==> src/rtl/shift_pkg.sv <==
// Shared definitions for the shift_register / shift_deserializer pair.
package shift_pkg;

  // Deserializer FSM states; S_PAR is only reachable when PARITY_CHECK_EN is defined.
  typedef enum logic [1:0] {
    S_IDLE  = 2'd0,
    S_SHIFT = 2'd1,
    S_PAR   = 2'd2
  } deser_state_e;

  // Mode codes of the companion shift_register.
  typedef enum logic [1:0] {
    MODE_HOLD  = 2'd0,
    MODE_LEFT  = 2'd1,
    MODE_RIGHT = 2'd2,
    MODE_LOAD  = 2'd3
  } shift_mode_e;

endpackage

==> src/rtl/deser_bit_counter.sv <==
// Bit counter for shift_deserializer: counts accepted bits modulo Terminal and
// flags the bit that completes a word.
module deser_bit_counter #(
  parameter int unsigned Terminal = 8,
  parameter int unsigned CntW     = 4
) (
  input  logic            clk,
  input  logic            rst_n,
  input  logic            clr_i,
  input  logic            accept_i,
  output logic [CntW-1:0] count_o,
  output logic            last_bit_o
);

  logic [CntW-1:0] count_q, count_d;

  assign last_bit_o = accept_i && (count_q == CntW'(Terminal - 1));
  assign count_o    = count_q;

  // Next count: clear wins, otherwise advance and wrap on the last bit.
  always_comb begin
    count_d = count_q;
    if (clr_i) begin
      count_d = '0;
    end else if (accept_i) begin
      count_d = last_bit_o ? '0 : count_q + CntW'(1);
    end
  end

  // Count register.
  always_ff @(posedge clk or negedge rst_n) begin
    if (!rst_n) begin
      count_q <= '0;
    end else begin
      count_q <= count_d;
    end
  end

endmodule

==> src/rtl/shift_deserializer.sv <==
// Serial-to-parallel receiver with one word of valid/ready output buffering.
// Optional feature: define PARITY_CHECK_EN to append an even-parity bit to
// each word and report mismatches on parity_err.
module shift_deserializer
  import shift_pkg::*;
#(
  parameter int unsigned WIDTH     = 8,
  parameter bit          MSB_FIRST = 1'b1
) (
  input  logic             clk,
  input  logic             rst_n,
  input  logic             clr,
  input  logic             bit_valid,
  input  logic             bit_in,
  output logic [WIDTH-1:0] dout,
  output logic             dout_valid,
  input  logic             dout_ready,
  output logic             busy,
  output logic             overrun,
  output logic             parity_err
);

`ifdef PARITY_CHECK_EN
  localparam int unsigned Terminal = WIDTH + 1;
`else
  localparam int unsigned Terminal = WIDTH;
`endif
  localparam int unsigned CntW = $clog2(Terminal + 1);

  deser_state_e    state_q;
  logic [WIDTH-1:0] sr_q, sr_shifted, word, dout_q;
  logic            dout_valid_q, overrun_q, parity_err_q;
  logic [CntW-1:0] count;
  logic            accept, data_accept, data_last, word_done, par_fail;

  // clr discards any bit presented alongside it.
  assign accept = bit_valid && !clr;

  deser_bit_counter #(
    .Terminal (Terminal),
    .CntW     (CntW)
  ) u_bit_counter (
    .clk        (clk),
    .rst_n      (rst_n),
    .clr_i      (clr),
    .accept_i   (accept),
    .count_o    (count),
    .last_bit_o (word_done)
  );

  assign data_last = accept && (count == CntW'(WIDTH - 1));

  // Shift direction: MSB-first enters at the LSB so the first bit ends up on top.
  always_comb begin
    if (MSB_FIRST) begin
      sr_shifted = {sr_q[WIDTH-2:0], bit_in};
    end else begin
      sr_shifted = {bit_in, sr_q[WIDTH-1:1]};
    end
  end

  // Word source and parity check; with parity the data is already in sr_q
  // when the parity bit arrives, and the parity bit never enters the register.
  always_comb begin
`ifdef PARITY_CHECK_EN
    data_accept = accept && (state_q != S_PAR);
    word        = sr_q;
    par_fail    = word_done && (^{sr_q, bit_in});
`else
    data_accept = accept;
    word        = sr_shifted;
    par_fail    = 1'b0;
`endif
  end

  // FSM, shift register and registered outputs.
  always_ff @(posedge clk or negedge rst_n) begin
    if (!rst_n) begin
      state_q      <= S_IDLE;
      sr_q         <= '0;
      dout_q       <= '0;
      dout_valid_q <= 1'b0;
      overrun_q    <= 1'b0;
      parity_err_q <= 1'b0;
    end else if (clr) begin
      state_q      <= S_IDLE;
      sr_q         <= '0;
      dout_q       <= '0;
      dout_valid_q <= 1'b0;
      overrun_q    <= 1'b0;
      parity_err_q <= 1'b0;
    end else begin
      unique case (state_q)
        S_IDLE:  if (accept) state_q <= S_SHIFT;
`ifdef PARITY_CHECK_EN
        S_SHIFT: if (data_last) state_q <= S_PAR;
`else
        S_SHIFT: if (data_last) state_q <= S_IDLE;
`endif
        S_PAR:   if (accept) state_q <= S_IDLE;
        default: state_q <= S_IDLE;
      endcase

      if (data_accept) begin
        sr_q <= sr_shifted;
      end

      // A held, unconsumed word blocks the new one; the new one is dropped.
      overrun_q    <= word_done && dout_valid_q && !dout_ready;
      parity_err_q <= par_fail;

      if (word_done && (!dout_valid_q || dout_ready)) begin
        dout_q       <= word;
        dout_valid_q <= 1'b1;
      end else if (dout_ready) begin
        dout_valid_q <= 1'b0;
      end
    end
  end

  assign dout       = dout_q;
  assign dout_valid = dout_valid_q;
  assign busy       = (count != '0);
  assign overrun    = overrun_q;
  assign parity_err = parity_err_q;

endmodule
==> config.mk <==
export PLATFORM = sky130hd
export DESIGN_NAME = shift_deserializer
export DESIGN_NICKNAME = d
export VERILOG_FILES = /design/src/rtl/shift_pkg.sv /design/src/rtl/deser_bit_counter.sv /design/src/rtl/shift_deserializer.sv
export SDC_FILE = /design/constraint.sdc
export NUM_CORES = 1
export LEC_CHECK = 0
export ABC_AREA = 1
export BUFFER_PORTS_ARGS = -buffer_cell sky130_fd_sc_hd__buf_2
export CORE_MARGIN = 4
export CORE_UTILIZATION = 53
export DETAILED_ROUTE_END_ITERATION = 8
export PLACE_DENSITY_LB_ADDON = 0.1
export SYNTH_ARGS = -nofsm -noshare
export SYNTH_HDL_FRONTEND = slang
export SYNTH_HIERARCHICAL = 1
export SYNTH_SLANG_ARGS = --single-unit
export TNS_END_PERCENT = 100
==> constraint.sdc <==
create_clock -name clk -period 1.9 [get_ports clk]
set_input_delay 0.19 -clock clk [delete_from_list [all_inputs] [get_ports clk]]
set_output_delay 0.19 -clock clk [all_outputs]
set_load 0.02 [all_outputs]
==> impl_metrics.env <==
export IMPL_p_leak_nw=0.5895
export IMPL_startpoint_type="flip-flop"
export IMPL_totalWireLength_um=1744
export IMPL_top_layer="met4"
export IMPL_cts_root_buf="clkbuf_4"
export IMPL_final_cells=148
export IMPL_grt_overflow=0
export IMPL_met1_length_um=872
export IMPL_drc=0
export IMPL_hold_viol_final=0
export IMPL_cts_tree="yes"
export IMPL_synth_nets=113
export IMPL_die_area_sq_um=2637
export IMPL_multiInputGateArea_sq_um=377.9
export IMPL_yosysWarnings=6
export IMPL_rsz0062_at_grt="false"
export IMPL_finalCritPeriodShare_pct=77.62
export IMPL_syn_area_per_cell_sq_um=9.396
export IMPL_hold_depth=3
export IMPL_drv_cap=0
export IMPL_synth_seq_cells=21
export IMPL_vias=729
export IMPL_grt_pass1_wl_um=2794
export IMPL_final_max_slew_viol_count=0
export IMPL_antenna_found_initial=0
export IMPL_route_met2_wl_um=754
export IMPL_clock_sinks=21
export IMPL_synth_area_sq_um=996.0
export IMPL_min_period_ps=1475
export IMPL_firstDrtPassIters=4
export IMPL_ant_nets=0
export IMPL_ys_top_cells_by_area="dfrtp_1 53%, nand2_1 8.7%, o22ai_2 7.5%"
export IMPL_post_cts_buffers=0
export IMPL_post_drt_wl_per_cell_um=11.78
export IMPL_grt_max_degree=22
export IMPL_fin_nets=131
export IMPL_place_gp_congestion=0.7833
export IMPL_ys_flop_type="dfrtp_1"
export IMPL_grtUsageTotal_pct=14.06
export IMPL_dp_cells=143
export IMPL_insertedDiodeCount=0
export IMPL_worstHoldPathType="primary input to flip-flop"
export IMPL_die_h_um=51.35
export IMPL_start_util_pct=57.06
export IMPL_cp_arrival_ps=1680
export IMPL_crit_fanout=11
export IMPL_worstHoldStart="bit_in"
export IMPL_synth_top_area_share_pct=52.76
export IMPL_worstRegToRegCells=6
export IMPL_critPathKind="flip-flop to flip-flop"
export IMPL_reg2reg_from="u_bit_counter/count_o[0]"
export IMPL_area_growth_pct=12.06
export IMPL_power_density_nw_per_um2=653.3
export IMPL_clk_pin_slew_ps=110
export IMPL_status="finished clean"
export IMPL_netlist_top_cells_count="23 x nand2_1, 21 x dfrtp_1, 13 x inv_1"
export IMPL_critPathCaptureType="flip-flop"
export IMPL_hold_path_end="sr_q[0]"
export IMPL_clk_path_buf_depth=2
export IMPL_avgViaCountPerCell=4.926
export IMPL_rows=15
export IMPL_synth_most_common_cell="nand2_1"
export IMPL_yosys_area_top_type="dfrtp_1"
export IMPL_drive_gt1_share_pct=29.27
export IMPL_drtIter0Drc=13
export IMPL_register_area_sq_um=525.5
export IMPL_cp_required_ps=2110
export IMPL_r2r_slack_ps=430
export IMPL_grt_pass1_vias=627
export IMPL_ys_seq_area_share_pct=52.76
export IMPL_htree_levels=1
export IMPL_n_fill_cell=146
export IMPL_core_area_sq_um=1745
export IMPL_synth_edf_count=0
export IMPL_cts_repair_resized=0
export IMPL_synthCells=106
export IMPL_ios=18
export IMPL_cts_buffers=3
export IMPL_cts_hold_buf=1
export IMPL_ys_types=21
export IMPL_insertion_delay_ps=300
export IMPL_r2r_end="dout[4]"
export IMPL_synthArstFlopShare_pct=100.0
export IMPL_utilization_pct=63.94
export IMPL_ir_worst_vdd_v=0.0004488
export IMPL_portBuffers=16
export IMPL_worst_clock_skew_ps=5.674
export IMPL_die_w_um=51.35
export IMPL_hpwl_um=1295
export IMPL_wl_met3_um=96
export IMPL_max_freq_mhz=678.0
export IMPL_setup_viol=0
export IMPL_final_setup_tns_ps=0
==> registers in the layout, indices dropped and copies added, names as in the netlist <==
register / flops
dout: 8
sr_q: 7
u_bit_counter/count_o: 4
dout_valid: 1
overrun: 1
==> cell families (layout without fill, tap and decap cells) <==
kind of cell | after synthesis | after routing | share of synthesized area, %
AO/OA/AOI/OAI | 10 | 10 | 9.924
AND/OR/NAND/NOR | 53 | 53 | 26.38
buffers and inverters | 20 | 37 | 9.297
adder cells (fa/ha/maj) | 1 | 1 | 1.256
flip-flops | 21 | 21 | 52.76
other | 1 | 1 | 0.3765
==> cell usage in the layout, fill, tap and decap left out <==
cell and count:
nand2_1 23, dfrtp_1 21, buf_2 16, inv_1 13, nand3_1 10, nand4_1 9
o22ai_2 6, nor2_1 3, a21oi_1 3, clkbuf_4 3, inv_2 2, nand2_2 2
nor2_2 2, nand2_4 1, nor3_1 1, or2_1 1, o21ai_2 1, conb_1 1
clkinv_2 1, dlygate4sd3_1 1, buf_4 1, nor2_4 1, ha_1 1
==> worst max-delay path, stage by stage, from the launching register on <==
cell,delay (ps)
dfrtp_1,440
ha_1,210
nand2_2,80
nor2_4,240
nand2_1,210
nand3_1,130
nand2_1,50
==> where the power goes <==
group	switching, mW	internal (mW)	total (mW)
clock	0.131	0.0785	0.209
sequential	0.00500	0.452	0.457
combinational	0.0443	0.0189	0.0632
total	0.180	0.549	0.729
==> metrics by stage <==
stage | setup WS (ps) | hold WS, ps | area, sq um | total power [mW]
after floorplan | 552.2 | -105.6 | 996.0 | 0.5059
after global placement | 499.8 | 164.9 | 1079 | 0.5255
after detailed placement | 452.2 | 161.5 | 1079 | 0.5269
after CTS | 434.8 | 109.9 | 1116 | 0.7350
after global routing | 276.0 | 124.7 | 1116 | 0.7619
final | 425.2 | 116.9 | 1116 | 0.7291
==> how the worst max path moves through the flow <==
stage / cells past startpoint / startpoint / endpoint / slack, ps
after floorplan: 7 / u_bit_counter/count_o[0] / dout[0] / 550
after global placement: 6 / u_bit_counter/count_o[0] / dout[4] / 500
after detailed placement: 6 / u_bit_counter/count_o[0] / dout[4] / 450
after CTS: 6 / u_bit_counter/count_o[0] / dout[2] / 430
after global routing: 6 / u_bit_counter/count_o[0] / dout[2] / 280
final: 6 / u_bit_counter/count_o[0] / dout[4] / 430
==> area by class of cell <==
type	instances	share of cell area [%]
clock buffer	3	2.018
clock inverter	1	0.4484
inverter	15	5.045
multi-input combinational	65	33.86
sequential	21	47.09
tap	25	2.803
timing repair buffer	18	8.744
==> routing by layer <==
layer  track usage, %  vias to the layer above
li1                 -                      384
met1            21.35                      326
met2            21.03                       17
met3            1.749                        2
met4            3.930                        0
met5                0                        -
Power figures use the tool's default switching activity.
